===== src/rtl/mnist_image_sequencer.sv =====
// mnist_image_sequencer: streams ROM images into the MNIST core and checks its class against image_num mod 10
module mnist_image_sequencer #(
    parameter int IMAGE_COUNT = 480,
    parameter int BYTES_PER_IMAGE = 32,
    parameter int RESULT_LATENCY = 2,
    parameter bit STOP_ON_FAIL = 1'b1,
    localparam int AW = $clog2(IMAGE_COUNT * BYTES_PER_IMAGE),
    localparam int IW = $clog2(IMAGE_COUNT) + 1
) (
    input  logic          clk,
    input  logic          rst_n,
    input  logic          start,
    input  logic          step_en,
    output logic [AW-1:0] rom_addr,
    input  logic [7:0]    rom_data,
    output logic [7:0]    core_data,
    output logic          frame_sync,
    input  logic [3:0]    core_index,
    input  logic [7:0]    core_value,
    output logic          result_valid,
    output logic [3:0]    result_index,
    output logic [7:0]    result_value,
    output logic [3:0]    expected_label,
    output logic [IW-1:0] image_num,
    output logic [IW-1:0] fail_count,
    output logic          failure,
    output logic          success,
    output logic          busy
);
    localparam int CW = $clog2(BYTES_PER_IMAGE + RESULT_LATENCY + 1);
    localparam logic [CW-1:0] FETCH_LAST = CW'(BYTES_PER_IMAGE);
    localparam logic [CW-1:0] ADDR_LAST = CW'(BYTES_PER_IMAGE - 1);
    localparam logic [CW-1:0] DRAIN_LAST = CW'(RESULT_LATENCY - 1);
    localparam logic [IW-1:0] LAST_IMG = IW'(IMAGE_COUNT - 1);
    localparam logic [AW-1:0] BPI_A = AW'(BYTES_PER_IMAGE);

    typedef enum logic [2:0] {IDLE, WAIT_STEP, FETCH, DRAIN, CHECK, DONE} state_t;

    state_t        state_q, state_d;
    logic [CW-1:0] cnt_q, cnt_d;
    logic [AW-1:0] rom_addr_q, rom_addr_d;
    logic [7:0]    core_data_q, core_data_d;
    logic          frame_sync_q, frame_sync_d;
    logic          result_valid_q, result_valid_d;
    logic [3:0]    result_index_q, result_index_d;
    logic [7:0]    result_value_q, result_value_d;
    logic [3:0]    label_q, label_d;
    logic [IW-1:0] image_num_q, image_num_d;
    logic [IW-1:0] fail_count_q, fail_count_d;
    logic          failure_q, failure_d;
    logic          success_q, success_d;
    logic          busy_q, busy_d;
    logic          adv_q, adv_d;
    logic [IW-1:0] img_cur, fc_inc, fc_next;
    logic [3:0]    lbl_cur;
    logic          mismatch;

    // Image/label advance one cycle after CHECK so they stay aligned with result_valid
    assign img_cur  = adv_q ? image_num_q + IW'(1) : image_num_q;
    assign lbl_cur  = adv_q ? (label_q == 4'd9 ? 4'd0 : label_q + 4'd1) : label_q;
    assign mismatch = core_index != label_q;
    assign fc_inc   = &fail_count_q ? fail_count_q : fail_count_q + IW'(1);
    assign fc_next  = mismatch ? fc_inc : fail_count_q;

    always_comb begin
        state_d        = state_q;
        cnt_d          = cnt_q;
        rom_addr_d     = rom_addr_q;
        frame_sync_d   = 1'b0;
        result_valid_d = 1'b0;
        result_index_d = result_index_q;
        result_value_d = result_value_q;
        label_d        = lbl_cur;
        image_num_d    = img_cur;
        fail_count_d   = fail_count_q;
        failure_d      = failure_q;
        success_d      = success_q;
        adv_d          = 1'b0;
        core_data_d    = (state_q == FETCH && cnt_q != '0) ? rom_data :
                         (state_q == DRAIN ? core_data_q : 8'd0);
        unique case (state_q)
            IDLE, DONE: begin
                if (start) begin
                    state_d      = WAIT_STEP;
                    image_num_d  = '0;
                    label_d      = '0;
                    fail_count_d = '0;
                    failure_d    = 1'b0;
                    success_d    = 1'b0;
                end
            end
            WAIT_STEP: begin
                if (step_en) begin
                    state_d    = FETCH;
                    cnt_d      = '0;
                    rom_addr_d = AW'(img_cur) * BPI_A;
                end
            end
            FETCH: begin
                cnt_d        = cnt_q + CW'(1);
                frame_sync_d = cnt_q == CW'(1);
                if (cnt_q < ADDR_LAST) rom_addr_d = rom_addr_q + AW'(1);
                if (cnt_q == FETCH_LAST) begin
                    state_d = DRAIN;
                    cnt_d   = '0;
                end
            end
            DRAIN: begin
                cnt_d = cnt_q + CW'(1);
                if (cnt_q == DRAIN_LAST) begin
                    state_d = CHECK;
                    cnt_d   = '0;
                end
            end
            CHECK: begin
                result_valid_d = 1'b1;
                result_index_d = core_index;
                result_value_d = core_value;
                fail_count_d   = fc_next;
                failure_d      = failure_q | mismatch;
                if (STOP_ON_FAIL && mismatch) begin
                    state_d = DONE;
                end else if (image_num_q == LAST_IMG) begin
                    state_d   = DONE;
                    success_d = fc_next == '0;
                end else begin
                    state_d = WAIT_STEP;
                    adv_d   = 1'b1;
                end
            end
            default: state_d = IDLE;
        endcase
        busy_d = state_d != IDLE && state_d != DONE;
    end

    always_ff @(posedge clk or negedge rst_n) begin
        if (!rst_n) begin
            state_q        <= IDLE;
            cnt_q          <= '0;
            rom_addr_q     <= '0;
            core_data_q    <= '0;
            frame_sync_q   <= 1'b0;
            result_valid_q <= 1'b0;
            result_index_q <= '0;
            result_value_q <= '0;
            label_q        <= '0;
            image_num_q    <= '0;
            fail_count_q   <= '0;
            failure_q      <= 1'b0;
            success_q      <= 1'b0;
            busy_q         <= 1'b0;
            adv_q          <= 1'b0;
        end else begin
            state_q        <= state_d;
            cnt_q          <= cnt_d;
            rom_addr_q     <= rom_addr_d;
            core_data_q    <= core_data_d;
            frame_sync_q   <= frame_sync_d;
            result_valid_q <= result_valid_d;
            result_index_q <= result_index_d;
            result_value_q <= result_value_d;
            label_q        <= label_d;
            image_num_q    <= image_num_d;
            fail_count_q   <= fail_count_d;
            failure_q      <= failure_d;
            success_q      <= success_d;
            busy_q         <= busy_d;
            adv_q          <= adv_d;
        end
    end

    assign rom_addr       = rom_addr_q;
    assign core_data      = core_data_q;
    assign frame_sync     = frame_sync_q;
    assign result_valid   = result_valid_q;
    assign result_index   = result_index_q;
    assign result_value   = result_value_q;
    assign expected_label = label_q;
    assign image_num      = image_num_q;
    assign fail_count     = fail_count_q;
    assign failure        = failure_q;
    assign success        = success_q;
    assign busy           = busy_q;
endmodule


===== config.mk =====
export PLATFORM = sky130hd
export DESIGN_NAME = mnist_image_sequencer
export DESIGN_NICKNAME = d
export VERILOG_FILES = /design/src/rtl/mnist_image_sequencer.sv
export SDC_FILE = /design/constraint.sdc
export NUM_CORES = 1
export LEC_CHECK = 0
export ABC_AREA = 1
export CAP_MARGIN = 40
export CORE_MARGIN = 2
export CORE_UTILIZATION = 50
export CTS_CLUSTER_DIAMETER = 80
export DETAILED_ROUTE_END_ITERATION = 10
export MAX_ROUTING_LAYER = met4
export PLACE_DENSITY = 0.82
export SYNTH_ARGS = -nofsm -noshare
export SYNTH_HDL_FRONTEND = slang
export SYNTH_SLANG_ARGS = --single-unit

===== constraint.sdc =====
create_clock -name clk -period 2.66 [get_ports clk]
set_clock_uncertainty 0.05 [all_clocks]
set_input_delay 0.399 -clock clk [delete_from_list [all_inputs] [get_ports clk]]
set_output_delay 0.399 -clock clk [all_outputs]
set_load 0.01 [all_outputs]

==> summary.txt, run 1 <==
Outcome
  – Status: completed

Floorplanning
  – Core box area: 7610 µm²
  – Die Span Y: 92.0 µm
  – Full die area: 8470 µm²
  – Initial core utilization: 0.509
  – Std cell rows: 32
  – I/O pin total: 87
  – Chip width: 92.0 µm

Clock tree
  – Worst-path clk slew: 0.08 ns
  – Htree depth: 3
  – Hold buffers post-CTS: 0
  – Clock root cell: clkbuf_8
  – CTS tree: built
  – Setup Buffers After CTS: 0
  – CTS Buf Count: 9
  – Worst skew pair latency: 0.35 ns
  – Clock Sinks: 73
  – CTS resizes: 0
  – Max Root-Sink Buffers: 2

STA
  – Slew Limit Fails: 0
  – Max Freq: 523 MHz
  – Tcrit/Tclk final: 0.718
  – Setup TNS: 0 ns
  – Min Tclk post-route: 1.91 ns
  – Worst-margin pin slew: 0.821 ns
  – Max-slew headroom: 0.448
  – RSZ-0062 raised after global routing: false
  – Endpoints failing setup: 0
  – Final hold vios: 0

Logic synthesis
  – Synth async-reset ratio: 1.00
  – Cells after Synth: 506
  – Number of synthesized register bits: 73
  – Share of the yosys chip area belonging to registers: 0.471
  – Yosys warns: 0
  – Synth Flop Type: dfrtp_1
  – Mapped Nets: 536
  – Mapped Avg Cell Area: 7.66 µm²
  – Yosys cell types: 38
  – Post-synth EDFFs: 0
  – Cell area after technology mapping: 3870 µm²

GRT
  – Largest net degree at the start of global routing: 35
  – Met3 Usage GRT: 0.0320
  – Vias in the first global route: 3548
  – First-pass GRT wire length: 16100 µm
  – Initial antenna violation count: 0
  – Remaining Overflow, GRT: 0
  – Gr usage total: 0.242
  – GR Layer Usage met2: 0.398
  – Met1 Use GR: 0.308
  – Top Usage Layer GRT: met2

Setup path
  – Most used cell, CP: nand2_2
  – Crit path DAT: 2.13 ns
  – R2R cell count: 9
  – CP required: 2.88 ns
  – CP Cell Sequence: nor2_4, nand2_2, clkinv_4, nand3_4, nand2_2, inv_2, nor2_1, nand2_1, a21oi_1
  – Critical Path Stages: 9
  – CP Capture Type: register
  – Slowest CP cell: dfrtp_1
  – Reg2reg start: state_q[2]
  – Critical path class: register to register
  – Crit path to: rom_addr[4]
  – Crit-path max FO: 11
  – CP Launch Type: register
  – CP delay by family, top: simple AND/OR/NAND/NOR gates
  – Crit. Startpoint: state_q[2]
  – Reg2reg end: rom_addr[4]
  – Buf+Inv Stages, Crit Path: 2
  – Crit path largest cell delay: 0.46 ns
  – Register-to-Register Setup Slack: 0.75 ns

Power and ir drop
  – Peak supply drop: 492 µV
  – Leak Pwr: 2.36 nW
  – PD cells: 886 nW/µm²
  – Final Total Pwr: 4.50 mW

Drt
  – Avg Vias per Cell: 5.16
  – Drt drc: 0
  – Post-DRT Antenna Nets: 0
  – WL/cell: 13.4 µm
  – First-pass detailed-route iteration total: 4
  – Vias: 3637
  – Number of DRC markers in iteration 0: 192
  – WL final: 9450 µm

Placement
  – Hpwl dp: 7110 µm
  – Final GP Congestion: 0.960
  – Number of I/O port buffers: 86
  – Placed Area: 4850 µm²

Layout
  – Share of cells above drive strength 1: 0.0813
  – Final Cell Area: 5080 µm²
  – Final Core Density: 0.667
  – Syn-to-layout area delta: 31.0%
  – # diodes: 0
  – Final #Nets: 628

Run
  – Max-Cap Viols: 0

Worst hold path
  – HP Class: input port to asynchronous set/reset pin
## logic make-up (layout without fill, tap and decap cells)
family,after synthesis,in the layout,share of synthesized area
AOI/OAI and AO/OA,60,60,0.0891
buffers and inverters,82,179,0.0843
xor gates and xnor gates,17,17,0.0384
DFF,73,73,0.471
adders and majority gates,6,6,0.0194
muxes,2,2,0.00517
and+or+nand+nor,266,266,0.292
## metrics by stage
step	worst slack, ns	std cells	hold slack (ns)
2_1_floorplan	1.01	506	0.0534
3_3_place_gp	0.613	689	0.397
3_5_place_dp	0.539	689	0.402
4_1_cts	0.756	705	0.0265
5_1_grt	0.589	705	0.0591
6_report	0.749	705	0.00188
## layout by cell type, fill, tap and decap left out, types with 3 or more instances in the layout
master           Yosys  routed
a21oi_1             12      12
clkbuf_8             0       9
clkdlybuf4s50_1      0      85
clkinv_4             1       4
dfrtp_1             73      73
ha_1                 6       6
inv_1               54      54
inv_2               17      17
nand2_1            149     149
nand2_2              3       3
nand3_1             29      29
nand4_1             10      10
nor2_1              55      55
nor3_1              10      10
o21ai_0             16      16
o21ai_1             10      10
o22ai_1             13      13
xnor2_1              6       6
xor2_1              11      11
## cell type report
type,instances,area [µm²]
fillers,641,2530
repair buffers,89,891
flip-flops and latches,73,1830
multi-input cells,351,1720
clock buffers,9,124
clock inverters,7,103
inverters,74,283
well taps,102,128
## cells in the mapped netlist, types with 2 or more instances
cell,number,area share
a21oi_1,12,0.015
a21oi_2,2,0.0045
buf_2,2,0.0026
clkbuf_1,4,0.0039
clkinv_1,2,0.0019
dfrtp_1,73,0.47
ha_1,6,0.019
inv_1,54,0.052
inv_2,17,0.016
mux2i_1,2,0.0052
nand2_1,149,0.14
nand2_2,3,0.0048
nand3_1,29,0.037
nand4_1,10,0.016
nor2_1,55,0.053
nor2_2,2,0.0032
nor3_1,10,0.013
o21ai_0,16,0.021
o21ai_1,10,0.013
o221ai_1,2,0.0045
o22ai_1,13,0.021
o31ai_1,2,0.0039
xnor2_1,6,0.014
xor2_1,11,0.025
## worst min path at each step
| stage | to | slack (ns) | cells after the start |
|---|---|---|---|
| 5_1_grt | core_data[1] | 0.06 | 1 |
| 4_1_cts | core_data[0] | 0.03 | 1 |
| 3_5_place_dp | rom_addr[11] | 0.40 | 1 |
| 6_report | rom_addr[11] | 0.002 | 1 |
| 3_3_place_gp | rom_addr[11] | 0.40 | 1 |
| 2_1_floorplan | adv_q | 0.05 | 0 |
## per-layer routing
| metal | vias up | wire length (µm) |
|---|---|---|
| met5 | - | 0 |
| met4 | 0 | 164 |
| met3 | 12 | 407 |
| met2 | 96 | 4620 |
| met1 | 1727 | 4250 |
| li1 | 1802 | - |
## flip-flops by register name (all words and copies together), names as in the netlist, 3 cells and up
signal	cells
core_data	8
result_value	8
fail_count	10
state_q	3
image_num	10
expected_label	4
result_index	4
rom_addr	14
cnt_q	6
## power by group
| part | switching [mW] | internal [mW] |
|---|---|---|
| logic | 1.03 | 0.801 |
| registers | 0.264 | 1.42 |
| clock network | 0.443 | 0.536 |
| total | 1.74 | 2.76 |
(Power assumes the default switching activity.)
==> run 2, diff against run 1 <==
==> constraint.sdc (replaced) <==
create_clock -name clk -period 1.9 [get_ports clk]
set_clock_uncertainty 0.05 [all_clocks]
set_input_delay 0.285 -clock clk [delete_from_list [all_inputs] [get_ports clk]]
set_output_delay 0.285 -clock clk [all_outputs]
set_load 0.01 [all_outputs]
==> summary.txt, run 2 (synthesis results as in run 1) <==
Worst hold path
  – Worst Hold Path EP: result_value[4]
  – Min-delay src: core_value[4]
  – HP Class: input port to register
  – Hold path cells: 3

Setup path
  – CP required: 2.07 ns
  – Reg2reg start: cnt_q[0]
  – Crit path DAT: 1.94 ns
  – Crit-path max FO: 9
  – Critical path class: register to register
  – R2R cell count: 8
  – CP Launch Type: register
  – CP Capture Type: register
  – Register-to-Register Setup Slack: 0.13 ns
  – Reg2reg end: rom_addr[6]

GRT
  – Initial antenna violation count: 0
  – Largest net degree at the start of global routing: 74
  – Gr usage total: 0.253
  – First-pass GRT wire length: 16800 µm
  – Vias in the first global route: 3672
  – Remaining Overflow, GRT: 0

Floorplanning
  – Std cell rows: 32
  – I/O pin total: 87
  – Initial core utilization: 0.509
  – Full die area: 8470 µm²
  – Core box area: 7610 µm²
  – Chip width: 92.0 µm
  – Die Span Y: 92.0 µm

STA
  – Slew Limit Fails: 0
  – Max Freq: 564 MHz
  – Setup ws final: 0.128 ns
  – Final hold vios: 0
  – RSZ-0062 raised after global routing: false
  – Min Tclk post-route: 1.77 ns
  – Endpoints failing setup: 0
  – Max-slew headroom: 0.742
  – Worst-margin pin slew: 0.383 ns
  – Tcrit/Tclk final: 0.932

Clock tree
  – Worst-path clk slew: 0.08 ns
  – Htree depth: 3
  – Worst skew pair latency: 0.34 ns
  – Max Root-Sink Buffers: 2
  – CTS tree: built
  – Setup Buffers After CTS: 0
  – Clock root cell: clkbuf_8
  – CTS Buf Count: 9
  – Clock Sinks: 73

Power and ir drop
  – PD cells: 1230 nW/µm²
  – Peak supply drop: 740 µV
  – Leak Pwr: 2.43 nW

Layout
  – Commonest non-fill, non-tap cell in the layout: nand2_1
  – # diodes: 0
  – FILL cells: 615
  – Share of cells above drive strength 1: 0.105
  – Max reg flops: 14
  – Most frequent cells in the layout: nand2_1, clkdlybuf4s50_1, dfrtp_1
  – Syn-to-layout area delta: 33.7%
  – Final #Nets: 644
  – Final Cell Area: 5180 µm²

Placement
  – Placed Area: 4960 µm²
  – Final GP Congestion: 0.945
  – Hpwl dp: 7350 µm
  – Number of I/O port buffers: 86
  – Pre-CTS WS: -0.111 ns

Drt
  – Avg Vias per Cell: 5.19
  – WL/cell: 13.8 µm
  – WL final: 9950 µm
  – First-pass detailed-route iteration total: 5
  – Number of DRC markers in iteration 0: 256
  – Vias: 3740
  – Drt drc: 0
  – Post-DRT Antenna Nets: 0

Run
  – Max-Cap Viols: 0

Outcome
  – Status: completed
[run 2: worst max-delay path by stage]
| stage | startpoint | endpoint | slack, ns |
|---|---|---|---|
| floorplan | fail_count[1] | success | 0.25 |
| global placement | core_index[1] | success | -0.03 |
| detailed placement | core_index[1] | success | -0.11 |
| CTS | fail_count[1] | success | 0.13 |
| global route | expected_label[2] | success | 0.004 |
| finish | cnt_q[0] | rom_addr[6] | 0.13 |
[run 2: routing by layer]
metal	wire length, µm	vias to the layer above	share of wire	global-route usage
met3	448	18	0.045	0.0296
met2	4910	123	0.49	0.419
met5	0	-	0	-
met4	220	0	0.022	0.101
met1	4370	1768	0.44	0.321
li1	-	1831	-	-
[run 2: stage by stage]
step                power [mW]  cells  TNS, ns  utilization  hold WS [ns]
floorplan                 3.76    506        0            -       -0.0606
finish                    6.38    721        0        0.681         0.434
CTS                       6.38    721        0        0.680         0.423
global placement          5.05    704  -0.0295        0.652         0.297
detailed placement        5.14    704   -0.233        0.652         0.297
global route              6.80    721        0        0.681         0.455
[run 2: worst max-delay path, stage by stage (launching register included)]
cell and delay, ns:
dfrtp_1 0.40, ha_1 0.25, nand4_1 0.22, nand3_4 0.15, nand2_2 0.10, inv_2 0.17, nor2_1 0.07, o21ai_1 0.15
a21oi_1 0.06
[run 2: cell type report]
class                   instances  area (µm²)  area share
inverters                      74         283      0.0546
well taps                     102         128      0.0246
clock inverters                 4        52.6      0.0101
multi-input cells             351        1730       0.335
flip-flops and latches         73        1830       0.352
repair buffers                105        1010       0.196
clock buffers                  12         145      0.0280
[run 2: power breakdown]
| part | total [mW] | switching (mW) | internal (mW) |
|---|---|---|---|
| Combinational | 2.80 | 1.52 | 1.28 |
| Sequential | 2.36 | 0.366 | 1.99 |
| Clock | 1.22 | 0.574 | 0.647 |
[run 2: timing repair]
| action | in CTS | in global routing |
|---|---|---|
| resized for setup | 0 | 4 |
| hold buffers | 1 | 0 |
| setup endpoints to repair | 0 | 2 |
| endpoints found under the hold margin | 73 | 0 |
==> run 3, diff against run 2 <==
--- a/config.mk
+++ b/config.mk
@@ -6,7 +6,6 @@
 export NUM_CORES = 1
 export LEC_CHECK = 0
 export ABC_AREA = 1
-export CAP_MARGIN = 40
 export CORE_MARGIN = 2
 export CORE_UTILIZATION = 50
 export CTS_CLUSTER_DIAMETER = 80
==> results of run 3 <==
No change in the layout: final DEF, timing and power equal those of run 2.
